$ cat config.mk
export PLATFORM = sky130hd
export DESIGN_NAME = lock_status_display
export DESIGN_NICKNAME = d
export VERILOG_FILES = /design/src/rtl/lock_status_display.sv
export SDC_FILE = /design/constraint.sdc
export NUM_CORES = 1
export LEC_CHECK = 0
export ABC_AREA = 1
export CAP_MARGIN = 20
export CORE_ASPECT_RATIO = 1.5
export CORE_MARGIN = 5
export CORE_UTILIZATION = 61
export CTS_CLUSTER_DIAMETER = 120
export DETAILED_ROUTE_END_ITERATION = 10
export PLACE_DENSITY_LB_ADDON = 0.3
export SYNTH_ARGS = -nofsm -noshare
export SYNTH_HDL_FRONTEND = slang
export SYNTH_SLANG_ARGS = --single-unit
$ cat constraint.sdc
create_clock -name clk -period 4.3 [get_ports clk]
set_input_delay 0.86 -clock clk [delete_from_list [all_inputs] [get_ports clk]]
set_output_delay 0.86 -clock clk [all_outputs]
set_load 0.03 [all_outputs]
$ cat src/rtl/lock_status_display.sv
// Lock state bus consumer: debounce, 7-seg glyph, indicators, buzzer.
// Optional lamp test input enabled by defining LOCK_DISP_LAMPTEST_EN.
module lock_status_display #(
  parameter int TICK_DIV   = 50000,
  parameter int HOLD_TICKS = 4,
  parameter int STABLE_CYC = 2
) (
  input  logic       clk,
  input  logic       rst,
  input  logic [2:0] state_in,
  input  logic       state_valid,
`ifdef LOCK_DISP_LAMPTEST_EN
  input  logic       lamp_test,
`endif
  output logic [6:0] seg_out,
  output logic       dp_out,
  output logic       led_open,
  output logic       led_alarm,
  output logic       buzzer,
  output logic       state_err
);

  localparam int PW = (TICK_DIV > 2) ? $clog2(TICK_DIV) : 1;
  localparam int HW = $clog2(HOLD_TICKS + 1);
  localparam int CW = $clog2(STABLE_CYC + 1);

  localparam logic [2:0] C_IDLE  = 3'd0;
  localparam logic [2:0] C_SET   = 3'd1;
  localparam logic [2:0] C_OPEN  = 3'd2;
  localparam logic [2:0] C_ALARM = 3'd3;
  localparam logic [2:0] C_PWD   = 3'd4;

  typedef enum logic [1:0] {
    D_SHOW   = 2'd0,
    D_CHANGE = 2'd1,
    D_ERR    = 2'd2
  } disp_e;

  logic [PW-1:0] pre_q;
  logic          tick;
  logic          blink_q;
  logic          buzz_q;

  assign tick = (pre_q == PW'(TICK_DIV - 1));

  always_ff @(posedge clk) begin
    if (rst) begin
      pre_q   <= '0;
      blink_q <= 1'b0;
    end else begin
      pre_q <= tick ? '0 : pre_q + PW'(1);
      if (tick) blink_q <= ~blink_q;
    end
  end

  logic [2:0]    samp_q;
  logic          samp_v_q;
  logic [2:0]    prev_q;
  logic [2:0]    acc_q;
  logic [CW-1:0] cnt_q;
  logic [CW-1:0] cnt_nx;
  logic          accept;
  logic          code_ok;

  // Saturate at STABLE_CYC so a long-held code stays qualified.
  always_comb begin
    cnt_nx = CW'(1);
    if (samp_q == prev_q) begin
      if (cnt_q == CW'(STABLE_CYC)) cnt_nx = cnt_q;
      else cnt_nx = cnt_q + CW'(1);
    end
  end

  assign accept  = samp_v_q && (cnt_nx == CW'(STABLE_CYC))
                   && (samp_q != acc_q);
  assign code_ok = (samp_q <= C_PWD);

  always_ff @(posedge clk) begin
    if (rst) begin
      samp_q   <= C_IDLE;
      samp_v_q <= 1'b0;
      prev_q   <= C_IDLE;
      cnt_q    <= '0;
      acc_q    <= C_IDLE;
      buzz_q   <= 1'b0;
    end else begin
      samp_q   <= state_in;
      samp_v_q <= state_valid;
      if (samp_v_q) begin
        prev_q <= samp_q;
        cnt_q  <= cnt_nx;
      end
      if (accept) acc_q <= samp_q;
      if (acc_q != C_ALARM) buzz_q <= 1'b0;
      else if (tick) buzz_q <= ~buzz_q;
    end
  end

  disp_e         d_q, d_nx;
  logic [HW-1:0] hold_q, hold_nx;
  logic          err_q, err_nx;

  always_ff @(posedge clk) begin
    if (rst) begin
      d_q    <= D_SHOW;
      hold_q <= '0;
      err_q  <= 1'b0;
    end else begin
      d_q    <= d_nx;
      hold_q <= hold_nx;
      err_q  <= err_nx;
    end
  end

  always_comb begin
    d_nx    = d_q;
    hold_nx = hold_q;
    err_nx  = err_q;
    unique case (1'b1)
      accept && !code_ok: begin
        d_nx   = D_ERR;
        err_nx = 1'b1;
      end
      accept && code_ok: begin
        d_nx    = D_CHANGE;
        hold_nx = HW'(HOLD_TICKS);
        err_nx  = 1'b0;
      end
      !accept && (d_q == D_CHANGE) && tick: begin
        hold_nx = hold_q - HW'(1);
        if (hold_q == HW'(1)) d_nx = D_SHOW;
      end
      default: ;
    endcase
  end

  logic [6:0] seg_d;
  logic       dp_d, open_d, alarm_d, buzz_d;

  always_comb begin
    seg_d   = 7'h00;
    dp_d    = 1'b0;
    open_d  = (acc_q == C_OPEN);
    alarm_d = (acc_q == C_ALARM) && blink_q;
    buzz_d  = buzz_q;
    unique case (d_q)
      D_CHANGE: begin
        seg_d = 7'h7F;
        dp_d  = 1'b1;
      end
      D_ERR: seg_d = 7'h79;
      default: begin
        unique case (acc_q)
          C_IDLE: seg_d = 7'h40;
          C_SET: begin
            seg_d = 7'h6D;
            dp_d  = 1'b1;
          end
          C_OPEN:  seg_d = 7'h3F;
          C_ALARM: seg_d = blink_q ? 7'h77 : 7'h00;
          C_PWD: begin
            seg_d = 7'h73;
            dp_d  = blink_q;
          end
          default: seg_d = 7'h00;
        endcase
      end
    endcase
`ifdef LOCK_DISP_LAMPTEST_EN
    if (lamp_test) begin
      seg_d   = 7'h7F;
      dp_d    = 1'b1;
      open_d  = 1'b1;
      alarm_d = 1'b1;
      buzz_d  = 1'b0;
    end
`endif
  end

  always_ff @(posedge clk) begin
    if (rst) begin
      seg_out   <= 7'h00;
      dp_out    <= 1'b0;
      led_open  <= 1'b0;
      led_alarm <= 1'b0;
      buzzer    <= 1'b0;
      state_err <= 1'b0;
    end else begin
      seg_out   <= seg_d;
      dp_out    <= dp_d;
      led_open  <= open_d;
      led_alarm <= alarm_d;
      buzzer    <= buzz_d;
      state_err <= err_q;
    end
  end

endmodule

==> impl_metrics.json <==
{
  "p_leak_nw": 0.962,
  "drive_above_1_share_pct": 8.42,
  "synth_top_area_share_pct": 44.6,
  "nFillCells": 270,
  "dpl_cell_area_mm2": 0.00231,
  "grt_pass1_wl_mm": 6.94,
  "area_delta_synth_final_pct": 15.6,
  "fin_setup_tns_ns": 0,
  "global_route.usage.met2_pct": 36.2,
  "num_rows": 26,
  "nets": 307,
  "drt_iter0_drc": 64,
  "clk_pin_slew_ns": 0.08,
  "synth_cells": 277,
  "vias_per_cell": 5.25,
  "grtUsageMet1_pct": 17.9,
  "rsz0062_at_grt": "no",
  "pwr-share-clk_pct": 43.3,
  "slowest_delay_ns": 0.86,
  "netSwitchingFraction_pct": 19.9,
  "clockRootBuffer": "clkbuf_8",
  "hold_viol": 0,
  "pwr-share-comb_pct": 4.6,
  "regToRegSetupSlack_ns": 2.71,
  "synth-warning-count": 0,
  "hold_slack_ns": 0.442,
  "globalRoute.totalOverflow": 0,
  "multi_input_area_um2": 982,
  "hold_path.class": "register to register",
  "dpl.cell_count": 331,
  "yosysMostFrequentCell": "nand2_1",
  "synth_common_cells": "nand2_1 (49), dfxtp_1 (47), inv_1 (43)",
  "synth_seq_cells": 47,
  "ios": 18,
  "reg2reg_from": "pre_q[0]",
  "end_kind": "register",
  "numCtsBuffers": 5,
  "cts_tree": "built",
  "antenna_found_initial": 0,
  "syn_area_mm2": 0.00211,
  "crit_required_ns": 4.47,
  "synthArstFlopShare_pct": 0,
  "synth.distinct_cells": 27,
  "antenna_left": 0,
  "power_density_mw_per_mm2": 353,
  "ff_latch_area_um2": 941,
  "synth-main-ff-cell": "dfxtp_1",
  "ys_top_cells_by_area": "dfxtp_1 (45%), nand2_1 (8.7%), inv_1 (7.6%)",
  "synth_top_cell_by_area": "dfxtp_1",
  "grt_pass1_vias": 1734,
  "seq_power_share_pct": 52.1,
  "use_met3_pct": 4.87,
  "core-area_mm2": 0.00338,
  "period_minus_slack_ns": 2.40,
  "grt_use_total_pct": 18.9,
  "busiest_layer": "met2",
  "startpoint_type": "input pin",
  "critPathMaxFanout": 17,
  "syn_area_per_cell_um2": 7.62,
  "cts.hold.buffers_added": 0,
  "synth_edf_count": 0,
  "total_power_mw": 0.862,
  "max_freq_ghz": 0.418,
  "num_antenna_cells": 0,
  "firstDrtPassIters": 4,
  "pre_cts_slack_ns": 1.61,
  "vdd_drop_max_v": 0.000292,
  "slew-limit-headroom_pct": 59.4,
  "drv_slew": 0,
  "initial_utilization_pct": 62.4,
  "fin_worst_skew_ns": 0.00650,
  "worst_pin_slew_ns": 0.606,
  "drc": 0,
  "ys_seq_area_share_pct": 44.6,
  "max_cap_violations": 0,
  "port_buffers": 17,
  "critPathLaunch": "rst",
  "final.period_utilization_pct": 55.7,
  "cts_resized": 0,
  "arrival_ns": 2.57,
  "cts_setup_buffers": 0,
  "internal_power_mw": 0.690,
  "outcome": "complete, no violations",
  "crit_chain": "clkdlybuf4s50_1 -> inv_1 -> nand2_2 -> a21oi_1",
  "wl_mm": 3.92,
  "crit_slowest_cell": "clkdlybuf4s50_1",
  "fp.dieH_um": 82.0,
  "wl_per_cell_um": 11.6,
  "finalWorstSetupSlack_ns": 1.90,
  "finalInstanceArea_mm2": 0.00244,
  "worstSetupPathType": "input pin to register",
  "clock_path_buffers": 2,
  "clk_latency_ns": 0.30,
  "dp_hpwl_mm": 2.97,
  "die_w_um": 58.0,
  "postLayoutCoreUtil_pct": 72.1,
  "cts.sinks": 47,
  "cts_max_level": 2,
  "gp_congestion": 0.848,
  "syn-num-nets": 288,
  "vias": 1779,
  "hold_path_startpoint": "err_q",
  "setup_violations": 0,
  "grt_max_degree": 18,
  "dieArea_mm2": 0.00476,
  "instances_no_fill": 339,
  "power_switching_mw": 0.171
}
registers in the layout, indices dropped and copies added (netlist names):
register,flops
state_err,1
acc_q,3
buzz_d,1
blink_q,1
d_q,2
samp_q,3
hold_q,3
seg_out,6
samp_v_q,1
pre_q,16
led_open,1
cnt_q,2
err_q,1
buzzer,1
dp_out,1
led_alarm,1
prev_q,3
power by group through the flow:
stage	Combinational (mW)	Clock, mW	Sequential [mW]
detailed placement	0.0396	0	0.459
finish	0.0396	0.373	0.449
CTS	0.0399	0.383	0.449
global route	0.0452	0.402	0.450
global placement	0.0384	0	0.459
floorplan	0.0267	0	0.459
logic make-up (layout without fill, tap and decap cells):
logic type,count (synthesis),count (layout),share of synthesized area [%]
and+or+nand+nor,124,124,29.0
buffers and inverters,48,68,8.89
DFF,47,47,44.6
AOI/OAI and AO/OA,46,46,11.6
xor gates and xnor gates,7,7,2.90
adders and majority gates,5,5,2.96
worst max-delay path: cells and delay by family:
family,cells,cell delay (ns)
buffers and inverters,2,1.23
and+or+nand+nor,1,0.38
AOI/OAI and AO/OA,1,0.09
cell usage in the layout, fill, tap and decap left out, types with 2 or more instances in the layout:
cell type and instances:
nand2_1 49, dfxtp_1 47, inv_1 43, nor2_1 28
a21oi_1 24, o21ai_0 18, clkdlybuf4s50_1 17, nand3_1 16
nand4_1 6, nor3_1 6, ha_1 5, clkbuf_8 5
xnor2_1 4, nand2_2 3, nor2_2 3, nor2_4 3
a21oi_2 3, xor2_1 3, nand3_4 2, or2_0 2
bufinv_16 2
final timing paths:
path                                  end  cells past startpoint
worst max-delay path            pre_q[10]                      4
worst min-delay path            state_err                      2
worst max register to register  hold_q[0]                      9
worst min register to register  state_err                      2
routing by layer:
layer / up-vias / share of wire, %
li1: 920 / -
met1: 818 / 39
met2: 29 / 55
met3: 12 / 3.0
met4: 0 / 3.0
met5: - / 0
final cells by class:
cell class              count  share of cell area [%]
clock buffers               6                    2.97
clock inverters             2                    2.46
inverters                  43                    6.62
multi-input cells         182                    40.3
flip-flops and latches     47                    38.6
well taps                  42                    2.15
repair buffers             17                    6.97
Power figures use the tool's default switching activity.
